File: src/rtl/rr_grant_ctrl.sv
// Round-robin arbiter that shares one 7-segment index display among 8 requesters.
// Define FIXED_PRIO_EN to get fixed priority instead, where the highest request index wins.
module rr_grant_ctrl #(
   parameter int MAX_HOLD = 16
) (
   input  logic       clk,
   input  logic       rst_n,
   input  logic       en,
   input  logic [7:0] req,
   output logic [7:0] gnt,
   output logic [2:0] gnt_idx,
   output logic       gnt_valid,
   output logic       busy,
   output logic [6:0] dig
);

   localparam int CNT_W = $clog2(MAX_HOLD) + 1;
   localparam logic [6:0] DIG_BLANK = 7'b1111111;

   typedef enum logic [1:0] {IDLE, GRANT, RELEASE} state_t;

   state_t           r_state;
   logic [7:0]       r_gnt;
   logic [2:0]       r_idx;
   logic [CNT_W-1:0] r_hold;
   logic [6:0]       r_dig;
   logic             w_found;
   logic [2:0]       w_win;
`ifndef FIXED_PRIO_EN
   logic [2:0]       r_ptr;
   logic [2:0]       w_cand;
`endif

   function automatic logic [6:0] segOf(input logic [2:0] v);
      case (v)
         3'd0:    segOf = 7'b1000000;
         3'd1:    segOf = 7'b1111001;
         3'd2:    segOf = 7'b0100100;
         3'd3:    segOf = 7'b0110000;
         3'd4:    segOf = 7'b0011001;
         3'd5:    segOf = 7'b0010010;
         3'd6:    segOf = 7'b0000010;
         default: segOf = 7'b1111000;
      endcase
   endfunction

`ifdef FIXED_PRIO_EN
   always_comb begin
      w_found = |req;
      w_win   = 3'd0;
      for (int k = 0; k < 8; k++) begin
         if (req[k]) w_win = 3'(k);
      end
   end
`else
   // Scan offsets from far to near so the request closest to r_ptr overwrites the rest.
   always_comb begin
      w_found = |req;
      w_win   = 3'd0;
      w_cand  = 3'd0;
      for (int k = 7; k >= 0; k--) begin
         w_cand = r_ptr + 3'(k);
         if (req[w_cand]) w_win = w_cand;
      end
   end
`endif

   always_ff @(posedge clk or negedge rst_n) begin
      if (!rst_n) begin
         r_state <= IDLE;
         r_gnt   <= 8'd0;
         r_idx   <= 3'd0;
         r_hold  <= '0;
         r_dig   <= DIG_BLANK;
`ifndef FIXED_PRIO_EN
         r_ptr   <= 3'd0;
`endif
      end else if (!en) begin
         r_state <= IDLE;
         r_gnt   <= 8'd0;
         r_idx   <= 3'd0;
         r_hold  <= '0;
         r_dig   <= DIG_BLANK;
      end else begin
         case (r_state)
            IDLE, RELEASE: begin
               if (w_found) begin
                  r_state <= GRANT;
                  r_gnt   <= 8'b1 << w_win;
                  r_idx   <= w_win;
                  r_hold  <= CNT_W'(1);
                  r_dig   <= segOf(w_win);
               end else begin
                  r_state <= IDLE;
                  r_gnt   <= 8'd0;
                  r_idx   <= 3'd0;
                  r_hold  <= '0;
                  r_dig   <= DIG_BLANK;
               end
            end
            GRANT: begin
               // r_idx is kept through RELEASE and only cleared when IDLE is entered.
               if (!req[r_idx] || (r_hold == CNT_W'(MAX_HOLD))) begin
                  r_state <= RELEASE;
                  r_gnt   <= 8'd0;
                  r_hold  <= '0;
                  r_dig   <= DIG_BLANK;
`ifndef FIXED_PRIO_EN
                  r_ptr   <= r_idx + 3'd1;
`endif
               end else begin
                  r_hold  <= r_hold + 1'b1;
               end
            end
            default: r_state <= IDLE;
         endcase
      end
   end

   assign gnt       = r_gnt;
   assign gnt_idx   = r_idx;
   assign gnt_valid = |r_gnt;
   assign busy      = (r_state != IDLE);
   assign dig       = r_dig;

endmodule

File: config.mk
export PLATFORM = sky130hd
export DESIGN_NAME = rr_grant_ctrl
export DESIGN_NICKNAME = d
export VERILOG_FILES = /design/src/rtl/rr_grant_ctrl.sv
export SDC_FILE = /design/constraint.sdc
export NUM_CORES = 1
export LEC_CHECK = 0
export BUFFER_PORTS_ARGS = -buffer_cell sky130_fd_sc_hd__clkbuf_2
export CORE_ASPECT_RATIO = 0.6
export CORE_MARGIN = 1.5
export CORE_UTILIZATION = 60
export DETAILED_ROUTE_END_ITERATION = 8
export PLACE_DENSITY = 0.89
export SYNTH_ARGS = -nofsm -noshare
export SYNTH_HDL_FRONTEND = slang
export SYNTH_SLANG_ARGS = --single-unit
File: constraint.sdc
create_clock -name clk -period 5.4 [get_ports clk]
set_input_delay 0.54 -clock clk [delete_from_list [all_inputs] [get_ports clk]]
set_output_delay 0.54 -clock clk [all_outputs]
set_load 0.01 [all_outputs]
Word level (Yosys, flattened, before mapping)
Cells that the tools add are included.
- flip-flop bits (word level): 28
- input port bits: 11
- add/subtract/negate cells: 9
- $lt $le $gt $ge: 9
- eq/ne operators: 12
- shifts and indexed selects: 1
- multiplexer cells: 46
- reduce and logical (&&, ||, !) cells: 10
- operator list (cell ; number):
    $pmux 7 s7 ; 1
    $lt 3x4->1 const B ; 9
    $mux 3 ; 11
    $bmux 1 s3 ; 9
    $mux 8 ; 3
    $mux 7 ; 3
    $pmux 8 s2 ; 1
    $reduce_or 8->1 ; 2
    $pmux 7 s2 ; 1
    $add 3x3->3 const B ; 4
    $mux 1 ; 11
    $mux 5 ; 2
    $pmux 5 s2 ; 1
    $eq 3x3->1 const B ; 3
    $shl 1x3->8 const A ; 1
    $add 3x1->3 const B ; 2
    $add 3x2->3 const B ; 2
    $eq 3x2->1 const B ; 2
    $add 5x1->5 const B ; 1
    $eq 5x5->1 const B ; 1
    $mux 2 ; 2
    $pmux 2 s2 ; 1
    $eq 3x1->1 const B ; 1
    $logic_not 3->1 ; 1
    12 further kinds ; 12

Logic depth before layout (Yosys ltp)
Gate-level depths: netlist of run 1.
- depth in word-level cells: 16
- gate-level depth with buffers: 14
- gate-level depth less buffers: 10

Worst setup path after synthesis of run 1
Ideal clock, no wire load.
- kind: register -> register
- from: register r_ptr[0]
- to: register r_dig[6], in the netlist dig[6]
- library setup time: 83 ps
- arrival time: 3123 ps
- setup slack: 2193 ps
- stages on the path, launching flop included: 15
- buffers on the path: 4
- path through: dfrtp_1 buf_6 clkbuf_1 inv_1 ha_1 buf_2 mux4_2 mux2i_4 nor2_1 a31oi_1 nor2_1 a211o_1 buf_6 nor2b_4 o32a_1
- cells in the longest elaborated chain, start to end: 16
- RTL lines (what ; RTL line ; text):
    start, declared ; 30 ; logic [2:0] r_ptr;
    start signal, assigned ; 109 ; r_ptr <= r_idx + 3'd1;
    $add 3x3->3 ; 62 ; w_cand = r_ptr + 3'(k);
    $bmux 1 s3 ; 63 ; if (req[w_cand]) w_win = w_cand;
    $mux 1 (implied by the code) ; 63 ;
    $mux 3 (7 in a row) ; 63 ;
    $mux 3 (*) ; 63 ;
    $eq 3x3->1, or another cell as far along ; 35 ; case (v)
    $pmux 7 s7 (*) ; 35 ;
    $mux 7 (*) ; 87 ; if (w_found) begin
    $pmux 7 s2 (*) ; 85 ; case (r_state)
    $mux 7 (*) ; 78 ; end else if (!en) begin
    end signal, assigned ; 92 ; r_dig <= segOf(w_win);
    end, declared ; 26 ; logic [6:0] r_dig;
Mark *: on every way between the ends. The rest lies on a longest branch, timed or not. The select of a mux whose other input is x is not followed.
A chain may end at the register's enable or synchronous reset.

Worst setup path after layout of run 1
- from: register r_ptr[1]
- to: register r_dig[1], in the netlist dig[1]
Same word-level chain as after synthesis.

==> results.yml, run 1 <==
synth:
  synth_fa_ha_area_frac: 0.0290
  netlist-cell-type-count: 59
  seq_area_frac_synth: 0.329
  synth_top_family_by_area: "compound AO/OA/AOI/OAI gates"
  synth_xor_area_frac: 0.0324
  synth.ff_latch_count: 28
  syn_avg_cell_area_sq_um: 9.73
  synthTopCellsByCount: "21 x dfrtp_1, 18 x nand2_1, 18 x nor2_1"
  synth_edf_count: 0
  yosys.area_share.simple: 0.168
  synth_fp_nets: 238
  yosysWarnings: 0
  synth_most_common_cell: "dfrtp_1"
  synthCells: 222
  synth_top_cell_by_area: "dfrtp_1"
  syn_area_sq_mm: 0.00216
  synthFlopType: "dfrtp_1"
  async_reset_ff_frac: 1.00
  synth_compound_area_frac: 0.210
  synth.mux.area_fraction: 0.185
  synth_top_area_share: 0.243
  yosys-top-cells-area: "dfrtp_1 24%, dfstp_2 8.5%, mux4_2 8.3%, mux2i_1 7.0%, nand2_1 3.1%"
clock_tree:
  clk_latency_ns: 0.28
  cts_resized: 0
  clock_sink_count: 28
  path_clk_slew_ns: 0.10
  h-tree-depth: 1
  cts_setup_buffers: 0
  cts_buffers: 3
  tritoncts: "yes"
  ctsHoldBuffers: 0
  clockRootBuffer: "clkbuf_8"
  cts_buffer_depth: 2
critical_path:
  cp.arrival_ns: 4.32
  path_buf_inv: 1
  start_kind: "flop"
  cp_top_family: "flip-flops"
  cpMaxStageDelayCell: "dfrtp_1"
  reg2reg_depth: 10
  r2r-start: "r_ptr[1]"
  crit_required_ns: 5.62
  r2r_slack_ns: 1.31
  worstSetupPathType: "reg2reg"
  rr_endpoint: "dig[1]"
  cp-end-kind: "flop"
  path_max_fanout: 14
  crit_chain: "clkinv_1 -> ha_1 -> mux2i_1 -> mux2i_1 -> o221ai_1 -> o311ai_0 -> nor4bb_1 -> and3b_1 -> xor2_1 -> o221a_1"
  crit_path_max_incr_delay_ns: 0.75
  crit_path_frequent_cell: "mux2i_1"
floorplanning:
  core_area_sq_mm: 0.00334
  rows: 16
  fp.dieH_um: 49.5
  start_util: 0.646
  die-width_um: 80.5
  die-area_sq_mm: 0.00398
  pin_count: 31
sta:
  finalSetupViolCount: 0
  timing.fmax_mhz: 244
  slew_headroom: 0.500
  worstMarginPinSlew_ns: 0.750
  timing.final.ws_setup_ns: 1.31
  hold_violations: 0
  slew_viol_final: 0
  grt_setup_unrepaired: "false"
  tns_ns: 0
  fin_crit_sh: 0.758
  post-route-min-period_ns: 4.09
  clock_skew_ns: 0.00635
route:
  drcViolationCount: 0
  vias: 1954
  totalWireLength_mm: 5.44
  drt_iter0_drc: 135
  wire_per_inst_um: 18.7
  ant_nets: 0
  via_per_inst: 6.71
  dr.pass1.iters: 5
layout:
  diodes: 0
  fillCellCount: 259
  syn2layout_area_growth_pct: 9.21
  num-nets-final: 263
  drive_gt1_frac: 0.256
place:
  port_buffers: 30
  gp_congestion: 1.08
  post-place-ws_ns: 1.54
  dpl.hpwl_mm: 4.13
global_route:
  grt_pass1_wl_mm: 8.91
  antenna_found_initial: 0
  grt_max_degree: 29
  first_global_vias: 1723
  overflow: 0
  grt_use_total: 0.293
status:
  status: "complete, no violations"
run:
  maxCapViolCount: 0
worst_hold_path:
  hp-class: "in2async"
-- cell type report --
| class | count | area [sq um] | share of cell area |
|---|---|---|---|
| Multi-Input combinational cell | 174 | 1350 | 0.572 |
| Inverter | 10 | 37.5 | 0.0159 |
| Clock buffer | 4 | 55.1 | 0.0233 |
| Sequential cell | 28 | 709 | 0.301 |
| Tap cell | 45 | 56.3 | 0.0239 |
| Timing Repair Buffer | 30 | 150 | 0.0637 |
-- registers in the layout, indices dropped and copies added, names as in the netlist --
name / cells
r_hold: 5
r_ptr: 3
gnt: 8
gnt_idx: 3
r_state: 2
dig: 7
-- worst max-delay path by stage --
stage | from | endpoint | slack (ns) | depth (start not counted)
6_report | r_ptr[1] | dig[1] | 1.31 | 10
5_1_grt | r_ptr[1] | dig[1] | 1.18 | 10
4_1_cts | r_ptr[1] | dig[1] | 1.51 | 10
3_5_place_dp | r_ptr[1] | dig[1] | 1.54 | 10
3_3_place_gp | r_ptr[1] | dig[1] | 1.60 | 10
2_1_floorplan | r_ptr[0] | dig[6] | 2.19 | 14
-- placed cells by master (no fill, tap or decap), drive strengths merged, types with 2 or more instances in the layout --
| cell type | count |
|---|---|
| nand3 | 12 |
| and2 | 3 |
| nor3b | 2 |
| nor2 | 18 |
| mux2i | 17 |
| nand2 | 18 |
| o221a | 3 |
| a21oi | 10 |
| and3b | 2 |
| clkbuf | 34 |
| ha | 5 |
| nor3 | 3 |
| xor2 | 7 |
| mux2 | 3 |
| dfstp | 7 |
| nor4 | 4 |
| a22o | 5 |
| inv | 9 |
| nand2b | 3 |
| o21ai | 16 |
| mux4 | 8 |
| a22oi | 3 |
| a31o | 2 |
| a32o | 2 |
| a221oi | 5 |
| o211ai | 2 |
| dfrtp | 21 |
-- per-stage QoR --
| step | cell area [sq um] | instances | hold slack, ns | utilization |
|---|---|---|---|---|
| final | 2360 | 291 | 0.281 | 0.705 |
| after global placement | 2300 | 287 | 0.499 | 0.689 |
| after CTS | 2360 | 291 | 0.299 | 0.705 |
| after global routing | 2360 | 291 | 0.345 | 0.705 |
| after detailed placement | 2300 | 287 | 0.509 | 0.689 |
| after floorplan | 2160 | 222 | 0.244 | - |
-- cells by family after synthesis --
family | after synthesis
AOI/OAI and AO/OA | 61
xor gates and xnor gates | 8
adders and majority gates | 5
buffers and inverters | 20
DFF | 28
muxes | 28
and+or+nand+nor | 72
-- metal layers --
layer	global-route usage	share of wire	wire, um	vias up
met5	0	0	0	-
met4	0.0546	0.0048	26	0
met1	0.488	0.48	2610	935
met3	0.0630	0.11	585	2
li1	-	-	-	894
met2	0.385	0.41	2220	123
Power of run 1 is left out: the tool's default activity adds up to more than one toggle a clock period on the data nets, which glitch-free logic cannot reach.
==> inputs of run 2 (changes only) <==
CORE_UTILIZATION = 57   (was 60)
PLACE_DENSITY = 0.85   (was 0.89)
clock period = 3.8 ns   (was 5.4 ns; I/O delays follow)
==> run 2 against run 1 <==
Die area rose by 5.0%. Global-route usage is 2.4 points lower. Critical path depth stayed put. Cell area increased by 1.4%. Sequential share of layout area decreased by 0.42 points. Clock skew up 0.0032 ns. Non-clock buffer count rose by 2. Critical path type unchanged. Count of clock-buffer cells in the layout decreased by 1. Maximum frequency up 22%. Register-to-register slack worse by 0.86 ns.
==> results.yml, run 2 (synthesized netlist as in run 1, its figures left out) <==
sta:
  worstMarginPinSlew_ns: 0.678
  timing.final.ws_setup_ns: 0.448
  tns_ns: 0
  slew_headroom: 0.548
  grt_setup_unrepaired: "false"
  timing.fmax_mhz: 298
  hold_violations: 0
  post-route-min-period_ns: 3.35
  slew_viol_final: 0
  clock_skew_ns: 0.00958
  fin_crit_sh: 0.882
  finalSetupViolCount: 0
layout:
  diodes: 0
  num-nets-final: 265
  largest_register_ff_count: 8
  final_common_cell: "clkbuf_2"
  drive_gt1_frac: 0.262
  final_cell_mix: "30 x clkbuf_2, 21 x dfrtp_1, 18 x nand2_1, 18 x nor2_1, 15 x mux2i_1"
  syn2layout_area_growth_pct: 10.8
route:
  via_per_inst: 6.41
  drcViolationCount: 0
  totalWireLength_mm: 5.09
  drt_iter0_drc: 226
  wire_per_inst_um: 17.2
  vias: 1892
  dr.pass1.iters: 6
  ant_nets: 0
place:
  dpl.hpwl_mm: 3.86
  port_buffers: 30
  gp_congestion: 1.00
  post-place-ws_ns: 0.576
clock_tree:
  cts_setup_buffers: 0
  clk_latency_ns: 0.28
  cts_resized: 0
  path_clk_slew_ns: 0.10
  ctsHoldBuffers: 0
  clock_sink_count: 28
  cts_buffers: 3
  tritoncts: "yes"
  clockRootBuffer: "clkbuf_8"
  h-tree-depth: 1
  cts_buffer_depth: 2
worst_hold_path:
  hp-class: "in2async"
pwr:
  power_density_mw_per_mm2: 1110
  p_leak_nw: 1.05
  ir_drop_mv: 0.543
global_route:
  antenna_found_initial: 0
  grt_use_total: 0.269
  first_global_vias: 1659
  grt_pass1_wl_mm: 8.35
  grt_max_degree: 29
  overflow: 0
run:
  maxCapViolCount: 0
critical_path:
  crit_required_ns: 4.02
  cp.arrival_ns: 3.57
  path_max_fanout: 12
  worstSetupPathType: "reg2reg"
  start_kind: "flop"
  cp-end-kind: "flop"
  r2r_slack_ns: 0.45
status:
  status: "complete, no violations"
floorplanning:
  pin_count: 31
  fp.dieH_um: 50.7
  core_area_sq_mm: 0.00366
  start_util: 0.590
  die-width_um: 82.5
  rows: 17
  die-area_sq_mm: 0.00418
-- run 2: cell count changes in the layout (fill, tap and decap cells not counted), sizes merged --
cell / before / now
buf: 0 / 2
bufinv: 0 / 1
clkbuf: 34 / 33
-- run 2: stage by stage --
step / hold slack [ns] / util / std cells / power, W / instance area (sq um)
after floorplan: 0.0844 / - / 222 / 0.00202 / 2160
after global placement: 0.446 / 0.634 / 291 / 0.00235 / 2320
after detailed placement: 0.447 / 0.634 / 291 / 0.00238 / 2320
after CTS: 0.134 / 0.654 / 295 / 0.00263 / 2390
after global routing: 0.165 / 0.654 / 295 / 0.00286 / 2390
final: 0.110 / 0.654 / 295 / 0.00266 / 2390
-- run 2: metal layers --
| metal | GRT usage | share of wire |
|---|---|---|
| met5 | 0 | 0 |
| met4 | 0.0508 | 0.0071 |
| met3 | 0.0636 | 0.097 |
| met2 | 0.336 | 0.40 |
| met1 | 0.454 | 0.49 |
-- run 2: worst paths after layout --
check / start / endpoint / depth (start not counted)
worst max-delay path: r_ptr[1] / dig[2] / 10
worst min-delay path: rst_n / gnt[7] / 1
min in group clk: en / gnt_idx[2] / 3
max in group asynchronous: rst_n / r_ptr[1] / 1
worst max register to register: r_ptr[1] / dig[2] / 10
worst min register to register: dig[4] / dig[4] / 2
-- run 2: layout make-up --
cell class                 instances  area (sq um)
multi-input combinational        174          1350
sequential                        28           709
timing repair buffer              32           165
tap                               47          58.8
inverter                          10          37.5
clock inverter                     1          30.0
clock buffer                       3          41.3
fill                             305          1270
-- run 2: power breakdown --
part | total, W | leakage (nW) | switching [W] | internal [W]
clock network | 0.000236 | 0.0357 | 0.0000946 | 0.000141
registers | 0.000538 | 0.354 | 0.000115 | 0.000423
logic | 0.00189 | 0.663 | 0.00109 | 0.000793
total | 0.00266 | 1.05 | 0.00130 | 0.00136
-- run 2: critical path, stage by stage (launching register included) --
cell      delay [ns]
dfrtp_1         0.35
clkinv_1        0.21
ha_1            0.64
mux2i_1         0.34
mux2i_1         0.14
o221ai_1        0.32
o311ai_0        0.19
nor4bb_1        0.16
and3b_1         0.46
nor3b_1         0.29
o22a_1          0.20
(Power assumes the default switching activity.)
==> inputs of run 3 (changes only) <==
ABC_AREA = 1   (was not set)
PLACE_DENSITY = 0.86   (was 0.85)
==> run 3 against run 2 <==
Hold slack improved by 0.024 ns. Synthesized cell count rose by 27%. Sequential share of layout area rose by 2.5 points. Wire length fell by 5.4%. Maximum frequency rose by 23%. Core utilization rose by 1.9 points. Clock skew fell by 0.0069 ns. Final cell count rose by 22%. Die area fell by 8.0%. Cell area fell by 7.7%.
==> results.yml, run 3 <==
synth:
  synth.ff_latch_count: 28
  synthFlopType: "dfrtp_1"
  yosys-top-cells-area: "dfrtp_1 27%, nand2_1 15%, nand3_1 11%, dfstp_2 9.3%, inv_1 6.3%"
  synthCells: 282
  async_reset_ff_frac: 1.00
  synth_fp_nets: 298
  yosysWarnings: 0
  synth_top_cell_by_area: "dfrtp_1"
  synth_most_common_cell: "nand2_1"
  syn_avg_cell_area_sq_um: 7.02
  syn_area_sq_mm: 0.00198
  netlist-cell-type-count: 28
  synth_edf_count: 0
  synthTopCellsByCount: "79 x nand2_1, 44 x nand3_1, 33 x inv_1"
  seq_area_frac_synth: 0.358
  synth_top_area_share: 0.265
layout:
  largest_register_ff_count: 8
  final_cell_mix: "79 x nand2_1, 44 x nand3_1, 33 x inv_1"
  diodes: 0
  final_common_cell: "nand2_1"
  syn2layout_area_growth_pct: 11.6
  drive_gt1_frac: 0.210
  num-nets-final: 331
floorplanning:
  die-area_sq_mm: 0.00385
  fp.dieH_um: 48.6
  rows: 16
  die-width_um: 79.1
  core_area_sq_mm: 0.00328
  pin_count: 31
  start_util: 0.603
sta:
  timing.fmax_mhz: 366
  tns_ns: 0
  timing.final.ws_setup_ns: 1.07
  finalSetupViolCount: 0
  slew_viol_final: 0
  grt_setup_unrepaired: "false"
  worstMarginPinSlew_ns: 0.681
  clock_skew_ns: 0.00267
  holdWs_ns: 0.134
  slew_headroom: 0.546
  hold_violations: 0
  post-route-min-period_ns: 2.73
  fin_crit_sh: 0.718
clock_tree:
  path_clk_slew_ns: 0.09
  cts_resized: 0
  clk_latency_ns: 0.27
  tritoncts: "yes"
  clockRootBuffer: "clkbuf_8"
  h-tree-depth: 1
  clock_sink_count: 28
  ctsHoldBuffers: 0
  cts_setup_buffers: 0
  cts_buffer_depth: 2
  cts_buffers: 3
global_route:
  first_global_vias: 1733
  overflow: 0
  grt_max_degree: 29
  grt_pass1_wl_mm: 8.18
  antenna_found_initial: 0
  grt_use_total: 0.274
critical_path:
  reg2reg_depth: 16
  path_max_fanout: 13
  crit_required_ns: 4.00
  worstSetupPathType: "reg2reg"
  rr_endpoint: "dig[5]"
  cp.arrival_ns: 2.93
  cp-startpoint: "r_ptr[0]"
  r2r_slack_ns: 1.07
  start_kind: "flop"
  r2r-start: "r_ptr[0]"
  cp-end-kind: "flop"
worst_hold_path:
  hp-class: "in2async"
place:
  port_buffers: 30
  post-place-ws_ns: 1.15
  dpl.hpwl_mm: 3.80
  gp_congestion: 1.01
route:
  drt_iter0_drc: 227
  vias: 1994
  dr.pass1.iters: 5
  wire_per_inst_um: 13.4
  totalWireLength_mm: 4.81
  drcViolationCount: 0
  ant_nets: 0
  via_per_inst: 5.55
run:
  maxCapViolCount: 0
status:
  status: "complete, no violations"
## run 3: worst max-delay path by stage
stage | to | slack [ns] | cells after the start
final | dig[5] | 1.07 | 16
after floorplan | dig[6] | 1.64 | 18
after detailed placement | dig[5] | 1.15 | 18
after global routing | gnt[7] | 0.83 | 16
after CTS | dig[5] | 1.10 | 17
after global placement | dig[5] | 1.22 | 18
## run 3: layout make-up
cell class / count / area (sq um)
Tap cell: 45 / 56.3
Timing Repair Buffer: 30 / 150
Fill cell: 298 / 1070
Multi-Input combinational cell: 212 / 1090
Inverter: 40 / 154
Clock buffer: 4 / 45.0
Sequential cell: 28 / 709
## run 3: metal layers
metal / up-vias / share of wire / wire length, um / GRT usage
met5: - / 0 / 0 / 0
met4: 0 / 0.0015 / 7 / 0.0205
met3: 2 / 0.086 / 415 / 0.0642
met2: 85 / 0.39 / 1890 / 0.376
met1: 922 / 0.52 / 2510 / 0.450
li1: 985 / - / - / -
## run 3: worst max-delay path: stages (launching register included)
cell and delay, ns:
dfrtp_1 0.64, inv_2 0.16, ha_1 0.41, inv_2 0.16, nand3_1 0.12, nand3_1 0.14
nand3_1 0.10, nand2_1 0.07, nand2_1 0.04, nand2_1 0.08, nand2_1 0.06, nand2_1 0.05
nand2_1 0.14, nor2_1 0.14, inv_1 0.12, a21oi_1 0.16, nor2_1 0.08
## run 3: logic make-up after synthesis
kind of cell,synth area share
adders and majority gates,0.0316
and+or+nand+nor,0.383
AOI/OAI and AO/OA,0.107
buffers and inverters,0.0891
DFF,0.358
xor gates and xnor gates,0.0303
## run 3: stage by stage
step / util / cells / area, sq um
floorplan: - / 282 / 1980
global placement: 0.659 / 355 / 2160
detailed placement: 0.659 / 355 / 2160
CTS: 0.673 / 359 / 2210
global route: 0.673 / 359 / 2210
finish: 0.673 / 359 / 2210
Power of run 3 is left out for the same reason.
